**src/rtl/j_cp_latch_bank_pkg.sv**
```systemverilog
// j_pkg: definitions shared by the Jerry pending-latch bank.
//   J_CP_MAXCH  - the largest supported channel count.
//   clog2_min1  - index width for a channel count. It returns at least 1, so a
//                 one-channel bank still has a 1-bit irq_id port.
package j_pkg;

  localparam int J_CP_MAXCH = 16;

  function automatic int clog2_min1(input int n);
    return (n <= 1) ? 1 : $clog2(n);
  endfunction

endpackage

```
**src/rtl/j_cp_latch_bank_if.sv**
```systemverilog
// j_cp_latch_bank_if: the bus between the pending-latch bank and the logic
// around it. sys_clk and reset_n are not part of this bus; they stay plain
// ports on the bank.
//   cen      - sample strobe. Hardware set/clear are looked at only while it is 1.
//   set      - per-channel set request.
//   clear    - per-channel hardware clear.
//   wr_clr   - CPU write strobe.
//   wr_data  - write-1-to-clear data, used when wr_clr=1.
//   mask     - per-channel enable for irq/irq_id.
//   q        - raw pending latches.
//   ovf      - sticky overflow flags.
//   irq      - registered OR of (q & mask).
//   irq_id   - registered index of the lowest pending enabled channel.
// Signalling: there is no valid/ready pair. Every input is a level that is
// sampled on each rising edge of sys_clk. cen and wr_clr act as per-cycle
// qualifiers, and nothing is ever back-pressured.
interface j_cp_latch_bank_if
  import j_pkg::*;
#(
  parameter int N   = 5,
  parameter int IDW = clog2_min1(N)
);
  logic           cen;
  logic [N-1:0]   set;
  logic [N-1:0]   clear;
  logic           wr_clr;
  logic [N-1:0]   wr_data;
  logic [N-1:0]   mask;
  logic [N-1:0]   q;
  logic [N-1:0]   ovf;
  logic           irq;
  logic [IDW-1:0] irq_id;

  modport master (
    output cen, set, clear, wr_clr, wr_data, mask,
    input  q, ovf, irq, irq_id
  );

  modport slave (
    input  cen, set, clear, wr_clr, wr_data, mask,
    output q, ovf, irq, irq_id
  );
endinterface

```
**src/rtl/j_cp_latch_bank_prienc.sv**
```systemverilog
// j_cp_prienc: combinational priority encoder. The lowest set index wins.
//   req   in  N    request vector
//   valid out 1    any request set
//   idx   out IDW  lowest set index, or 0 when nothing is set
module j_cp_prienc
  import j_pkg::*;
#(
  parameter int N   = 5,
  parameter int IDW = clog2_min1(N)
) (
  input  logic [N-1:0]   req,
  output logic           valid,
  output logic [IDW-1:0] idx
);

  always_comb begin
    valid = |req;
    idx   = '0;
    // Scan from the top down, so the last hit kept is the lowest index.
    for (int i = N - 1; i >= 0; i--) begin
      if (req[i]) idx = IDW'(i);
    end
  end

endmodule

```
**src/rtl/j_cp_latch_bank.sv**
```systemverilog
// j_cp_latch_bank: a bank of N set/clear pending latches. Jerry uses them for
// interrupt-pending and CPU-semaphore flags.
//   sys_clk  in   system clock. All state changes on its rising edge.
//   reset_n  in   synchronous active-low reset.
//   bus      slave modport of j_cp_latch_bank_if (cen, set, clear, wr_clr,
//            wr_data, mask in; q, ovf, irq, irq_id out).
// Each channel sets on a level or on a rising edge (EDGE_MASK). SET_WINS picks
// the winner when a set and a clear arrive together. The CPU clear
// (wr_clr & wr_data) is applied on every cycle, whatever cen is. irq and
// irq_id are registered from the current q & mask, so they trail q by one cycle.
module j_cp_latch_bank
  import j_pkg::*;
#(
  parameter int           N         = 5,   // 1..J_CP_MAXCH
  parameter logic [N-1:0] EDGE_MASK = '0,
  parameter bit           SET_WINS  = 1'b0,
  parameter int           IDW       = clog2_min1(N)
) (
  input  logic               sys_clk,
  input  logic               reset_n,
  j_cp_latch_bank_if.slave   bus
);

  logic [N-1:0]   q_q,        q_d;
  logic [N-1:0]   ovf_q,      ovf_d;
  // set_prev holds the previous cen-qualified sample of set. Reset loads all
  // ones, so a set that is held high through reset is not taken as an edge.
  logic [N-1:0]   set_prev_q, set_prev_d;
  logic           irq_q,      irq_d;
  logic [IDW-1:0] irq_id_q,   irq_id_d;

  logic [N-1:0]   s_eff;
  logic [N-1:0]   c_eff;

  for (genvar i = 0; i < N; i++) begin : g_ch
    // The edge is found across cen samples, not across clock cycles.
    assign s_eff[i] = bus.cen & (EDGE_MASK[i] ? (bus.set[i] & ~set_prev_q[i])
                                              : bus.set[i]);
    assign c_eff[i] = (bus.cen & bus.clear[i]) | (bus.wr_clr & bus.wr_data[i]);

    if (SET_WINS) begin : g_set_wins
      assign q_d[i] = s_eff[i] | (~c_eff[i] & q_q[i]);
    end else begin : g_clr_wins
      assign q_d[i] = ~c_eff[i] & (q_q[i] | s_eff[i]);
    end

    // The clear always wins for ovf. Overflow is judged against the q value
    // before this update, so a set and a clear together never raise ovf.
    assign ovf_d[i] = ~c_eff[i] & (ovf_q[i] | (s_eff[i] & q_q[i]));
  end

  assign set_prev_d = bus.cen ? bus.set : set_prev_q;

  j_cp_prienc #(
    .N   (N),
    .IDW (IDW)
  ) u_prienc (
    .req   (q_q & bus.mask),
    .valid (irq_d),
    .idx   (irq_id_d)
  );

  always_ff @(posedge sys_clk) begin
    if (!reset_n) begin
      q_q        <= '0;
      ovf_q      <= '0;
      set_prev_q <= '1;
      irq_q      <= 1'b0;
      irq_id_q   <= '0;
    end else begin
      q_q        <= q_d;
      ovf_q      <= ovf_d;
      set_prev_q <= set_prev_d;
      irq_q      <= irq_d;
      irq_id_q   <= irq_id_d;
    end
  end

  assign bus.q      = q_q;
  assign bus.ovf    = ovf_q;
  assign bus.irq    = irq_q;
  assign bus.irq_id = irq_id_q;

endmodule

```
**src/flat_wrapper.sv**
```systemverilog
// flat-port wrapper written by rule: the top's interface ports become plain ports
module j_cp_latch_bank_flat import j_pkg::*;
#(
  parameter int           N         = 5,                   
  parameter logic [N-1:0] EDGE_MASK = '0,
  parameter bit           SET_WINS  = 1'b0,
  parameter int           IDW       = clog2_min1(N)
)
  (sys_clk, reset_n, bus_cen, bus_set, bus_clear, bus_wr_clr, bus_wr_data, bus_mask, bus_q, bus_ovf, bus_irq, bus_irq_id);
  j_cp_latch_bank_if #(.N(N), .IDW(IDW)) bus_i ();
  input  logic sys_clk;
  input  logic reset_n;
  input wire logic [$bits(bus_i.cen)-1:0] bus_cen;
  input wire logic [$bits(bus_i.set)-1:0] bus_set;
  input wire logic [$bits(bus_i.clear)-1:0] bus_clear;
  input wire logic [$bits(bus_i.wr_clr)-1:0] bus_wr_clr;
  input wire logic [$bits(bus_i.wr_data)-1:0] bus_wr_data;
  input wire logic [$bits(bus_i.mask)-1:0] bus_mask;
  output wire logic [$bits(bus_i.q)-1:0] bus_q;
  output wire logic [$bits(bus_i.ovf)-1:0] bus_ovf;
  output wire logic [$bits(bus_i.irq)-1:0] bus_irq;
  output wire logic [$bits(bus_i.irq_id)-1:0] bus_irq_id;
  assign bus_i.cen = bus_cen;
  assign bus_i.set = bus_set;
  assign bus_i.clear = bus_clear;
  assign bus_i.wr_clr = bus_wr_clr;
  assign bus_i.wr_data = bus_wr_data;
  assign bus_i.mask = bus_mask;
  assign bus_q = bus_i.q;
  assign bus_ovf = bus_i.ovf;
  assign bus_irq = bus_i.irq;
  assign bus_irq_id = bus_i.irq_id;
  j_cp_latch_bank #(.N(N), .EDGE_MASK(EDGE_MASK), .SET_WINS(SET_WINS), .IDW(IDW)) u_core (.sys_clk(sys_clk), .reset_n(reset_n), .bus(bus_i));
endmodule
```
**config.mk**
```make
export PLATFORM = sky130hd
export DESIGN_NAME = j_cp_latch_bank_flat
export DESIGN_NICKNAME = d
export VERILOG_FILES = /design/src/rtl/j_cp_latch_bank_pkg.sv /design/src/rtl/j_cp_latch_bank_if.sv /design/src/rtl/j_cp_latch_bank_prienc.sv /design/src/rtl/j_cp_latch_bank.sv /design/src/flat_wrapper.sv
export SDC_FILE = /design/constraint.sdc
export NUM_CORES = 1
export LEC_CHECK = 0
export CORE_MARGIN = 2
export CORE_UTILIZATION = 38
export DETAILED_ROUTE_END_ITERATION = 10
export PLACE_DENSITY = 0.81
export SYNTH_ARGS = -nofsm -noshare
export SYNTH_HDL_FRONTEND = slang
export SYNTH_HIERARCHICAL = 1
export SYNTH_SLANG_ARGS = --single-unit
export TNS_END_PERCENT = 10
```
**constraint.sdc**
```tcl
create_clock -name sys_clk -period 2 [get_ports sys_clk]
set_input_delay 0.4 -clock sys_clk [delete_from_list [all_inputs] [get_ports sys_clk]]
set_output_delay 0.4 -clock sys_clk [all_outputs]
set_load 0.005 [all_outputs]
```
== Word level (Yosys, flattened, before mapping) ==
Index checks and enable logic that the tools add are counted.
Widths: inputs -> output; s select.
Storage, ports and cells
  bits in read-only memories: 0
  memory bits (writable): 0
  flip-flop bits (word level): 14
  bits in latches: 0
  logic and storage cells: 66
  bits of input ports: 24
  memories kept: 0
  output and inout port bits: 14
Operators by class
  magnitude comparators: 0
  $add $sub $neg: 0
  equal/unequal tests: 0
  multipliers: 0
  bitwise gates (word level): 52
  reduce and logical (&&, ||, !) cells: 4
  multiplexer cells: 4
  divide/modulo/power cells: 0
  shifts and indexed selects: 0
Operator list (count)
  $and 1x1->1: 30
  $or 1x1->1: 15
  $reduce_or 5->1: 2
  $not 1->1: 6
  $and 5x5->5: 1
  $mux 2: 2
  $mux 3: 1
  $reduce_or 3->1: 1
  $reduce_or 2->1: 1
  $mux 1: 1

== Depth between registers and ports, before layout ==
  depth after elaboration: 5
  depth in mapped cells: 4
  depth with buffers taken out: 4

== Cells and area by module ==
The synthesis kept the hierarchy.
Modules (own cells, without submodules)
  j_cp_latch_bank: times used 1, cells each 50, area an instance 576.8 um^2, sequential area each 280.3 um^2
  j_cp_prienc: times used 1, cells each 8, area an instance 48.8 um^2, sequential area each 0.0 um^2

== Least setup slack after synthesis ==
No wires, ideal clock.
  path type: input to register
  from: input bus_mask[0]
  to: register u_core.irq_q, in the netlist u_core/bus.irq
  library setup time: 0.115 ns
  buffers on the path: 0
  path slack: 0.856 ns
  stages: 4
  data arrival time: 1.029 ns
  required time: 1.885 ns
  cells stage by stage: and2_1 > nor4_2 > nand2b_1 > and2_1
On the way
  cells in the longest elaborated chain, start to end: 2
Ends and longest elaborated chain
  start, declared: line flat_wrapper.sv:18  | input wire logic [$bits(bus_i.mask)-1:0] bus_mask;
  $and 5x5->5: line j_cp_latch_bank.sv:58  | .req (q_q & bus.mask),
  $reduce_or 5->1: line j_cp_latch_bank_prienc.sv:17  | valid = |req;
  named net u_core.irq_d: line j_cp_latch_bank.sv:29  | logic irq_q, irq_d;
  end signal, assigned: line j_cp_latch_bank.sv:74  | irq_q <= irq_d;
  end, declared: line j_cp_latch_bank.sv:29
The timed path passes the listed nets, and every way through them passes these cells.
A chain may end at the register's enable or synchronous reset.

== Worst setup path in the final report ==
  from: register u_core.q_q[0], in the netlist u_core/bus.q[0]
  to: output bus_q[0]
RTL lines
  start, declared: line j_cp_latch_bank.sv:24  | logic [N-1:0] q_q, q_d;
  start signal, assigned: line j_cp_latch_bank.sv:71  | q_q <= q_d;
  end, declared: line flat_wrapper.sv:19  | output wire logic [$bits(bus_i.q)-1:0] bus_q;
No word-level cell between the ends.

==> key figures <==
Timing
  – Min Tclk post-route: 1592 ps
  – Finish-stage setup viols: 0
  – Fin crit share: 79.60%
  – RSZ-0062 raised after global routing: no
  – Max-slew headroom: 67.59%
  – Fmax: 0.6281 GHz
  – TNS Setup: 0 ps
  – Max-slew violations: 0
  – Hold Vio Cnt, Final: 0
  – Worst-margin pin slew: 484.7 ps
  – Max Clock Skew: 1.680 ps
  – Hold WS: 579.1 ps

Placed design
  – HPWL Detailed: 1.099 mm
  – Inst Count DP: 109
  – GPL Wtd Cong: 0.7170
  – Port bufs: 37

Synthesis
  – Synth top area cells: dfxtp_1 45%, nor3b_2 20%, and2_1 10%
  – Synth area leader: dfxtp_1
  – Primary FF master, synth: dfxtp_1
  – Sequential-to-total area share from yosys stat: 44.80%
  – Avg Inst Size Synth: 10.79 um2
  – Mapped cell area: 625.6 um2
  – Post-synth EDFFs: 0
  – Synth unique cells: 13
  – Most frequent cell after synthesis: dfxtp_1
  – Yosys warns: 6
  – Yosys reg bits: 14
  – Syn nets: 82
  – Post-synth top cells: 14 x dfxtp_1, 10 x and2_1, 10 x nor3b_2, 6 x a21oi_1
  – Synth Instances: 58
  – Synth top area share: 44.80%
  – Ys async rst share: 0%

Detailed routing
  – DR pass1 iterations: 4
  – DRT antenna net count: 0
  – Vias/cell: 5.071
  – Routed len/inst: 12.17 um
  – DRT iter0 DRCs: 13
  – Via count: 568
  – DRC: 0
  – DRT Wirelength: 1.363 mm

Die
  – Die height: 44.58 um
  – Initial Util: 41.05%
  – Core area: 1524 um2
  – Die X: 44.58 um
  – Die area: 1987 um2
  – Row cnt: 14
  – IO Pins: 38

CTS
  – Worst-case clock buffer depth: 2
  – Clk sink count: 14
  – TritonCTS Buffers: 3
  – Clock Latency Late Sink: 270 ps
  – H-tree levels: 1
  – CTS tree: built
  – Post-CTS sizing: 0
  – Root Driver: clkbuf_4
  – CTS Hold Bufs: 0
  – Clock slew at reported path FFs: 80 ps
  – Setup bufs post-CTS: 0

Global route
  – GRT met2 Usage: 24.64%
  – Overflow after GRT: 0
  – Initial antenna violation count: 0
  – First-pass GRT wire length: 2.187 mm
  – Total GRT Usage: 16.01%
  – Largest net degree at the start of global routing: 16
  – Global routing's busiest layer: met2
  – GRT met3 Usage: 4.898%
  – Met1 GRT Util: 18.86%
  – Vias in the first global route: 507

Final layout
  – Multi-input gate area: 326.6 um2
  – Register area: 280.3 um2
  – Filler cells: 122
  – Fin nets: 122
  – Layout cell share with drive strength beyond 1: 14.58%
  – Area grow syn2layout: 63.60%
  – N_diodes: 0
  – Post-Layout Cell Count: 112

Outcome
  – Status: finished clean

Critical path
  – Worst Setup Start Kind: flip-flop
  – Crit path buf inv count: 1
  – Delay-heaviest family, CP: buffers and inverters
  – Crit path launch: u_core/bus.q[0]$_SDFF_PN0_
  – Crit-path max FO: 4
  – CP max stage cell: clkdlybuf4s50_1
  – Worst r2r src: u_core/bus.q[0]$_SDFF_PN0_
  – CP max stage delay: 540 ps
  – Crit path cell chain: clkdlybuf4s50_1
  – Crit. End Element: output pin
  – WP data arrival: 1190 ps
  – Crit Path Category: reg2out
  – Worst Path Required: 1600 ps

Power
  – Leak: 0.3642 nW
  – PwrDens: 545.6 nW/um2
  – Max VDD drop: 0.3833 mV

Min path
  – Hold_sp: u_core/bus.ovf[2]$_SDFF_PN0_
  – Hold Path Class: reg2reg

Flow run
  – Max-Cap Viols: 0
==> registers in the layout (all words and copies together), names as in the netlist <==
| register | flops |
|---|---|
| u_core/bus.q | 5 |
| u_core/bus.ovf | 5 |
| u_core/bus.irq | 1 |
| u_core/bus.irq_id | 3 |
==> layout make-up <==
class,count,share of cell area (%)
Inverter,1,0.3667
Timing Repair Buffer,37,36.19
Multi-Input combinational cell,41,31.91
Tap cell,16,1.956
Sequential cell,14,27.38
Clock buffer,3,2.200
==> placed cells by master, fill, tap and decap left out, drive strengths merged, types with 2 or more instances in the layout <==
master and count:
a21oi 6, a22o 5, a31oi 5, and2 10, clkbuf 3, clkdlybuf4s50 37
dfxtp 14, nand2b 2, nor3b 10
==> through the flow <==
stage               instance area, um2  setup slack (ps)  util [%]  power [mW]
CTS                               1023             393.4     67.16      0.5675
finish                            1023             408.0     67.16      0.5584
floorplan                        625.6             856.5         -      0.3414
global route                      1023             345.7     67.16      0.5887
detailed placement                1001             337.3     65.68      0.4103
global placement                  1001             371.7     65.68      0.4084
==> cells by family (layout without fill, tap and decap cells) <==
family                 count (synthesis)  count (layout)  synth area share [%]
buffers and inverters                  3              41                 2.999
and+or+nand+nor                       25              25                 35.40
AOI/OAI and AO/OA                     16              16                 16.80
DFF                                   14              14                 44.80
==> worst paths after layout <==
path                                  endpoint  slack (ps)  cells after the start
setup reg to reg     u_core/bus.irq$_SDFF_PN0_         850                      4
hold reg to reg   u_core/bus.ovf[2]$_SDFF_PN0_         580                      2
setup / recovery                      bus_q[0]         410                      1
hold / removal    u_core/bus.ovf[2]$_SDFF_PN0_         580                      2
==> per-layer routing <==
layer / routed length (um) / part of all wire [%] / up-vias
li1: - / - / 289
met1: 549 / 40 / 253
met2: 700 / 51 / 24
met3: 90 / 6.6 / 2
met4: 23 / 1.7 / 0
met5: 0 / 0 / -
==> report_power, final <==
part / total [mW] / switching (mW) / internal, mW
Combinational: 0.110 / 0.0357 / 0.0747
Sequential: 0.293 / 0.00566 / 0.287
Clock: 0.155 / 0.0858 / 0.0697
Note: power is estimated with default switching activity, not from simulation.
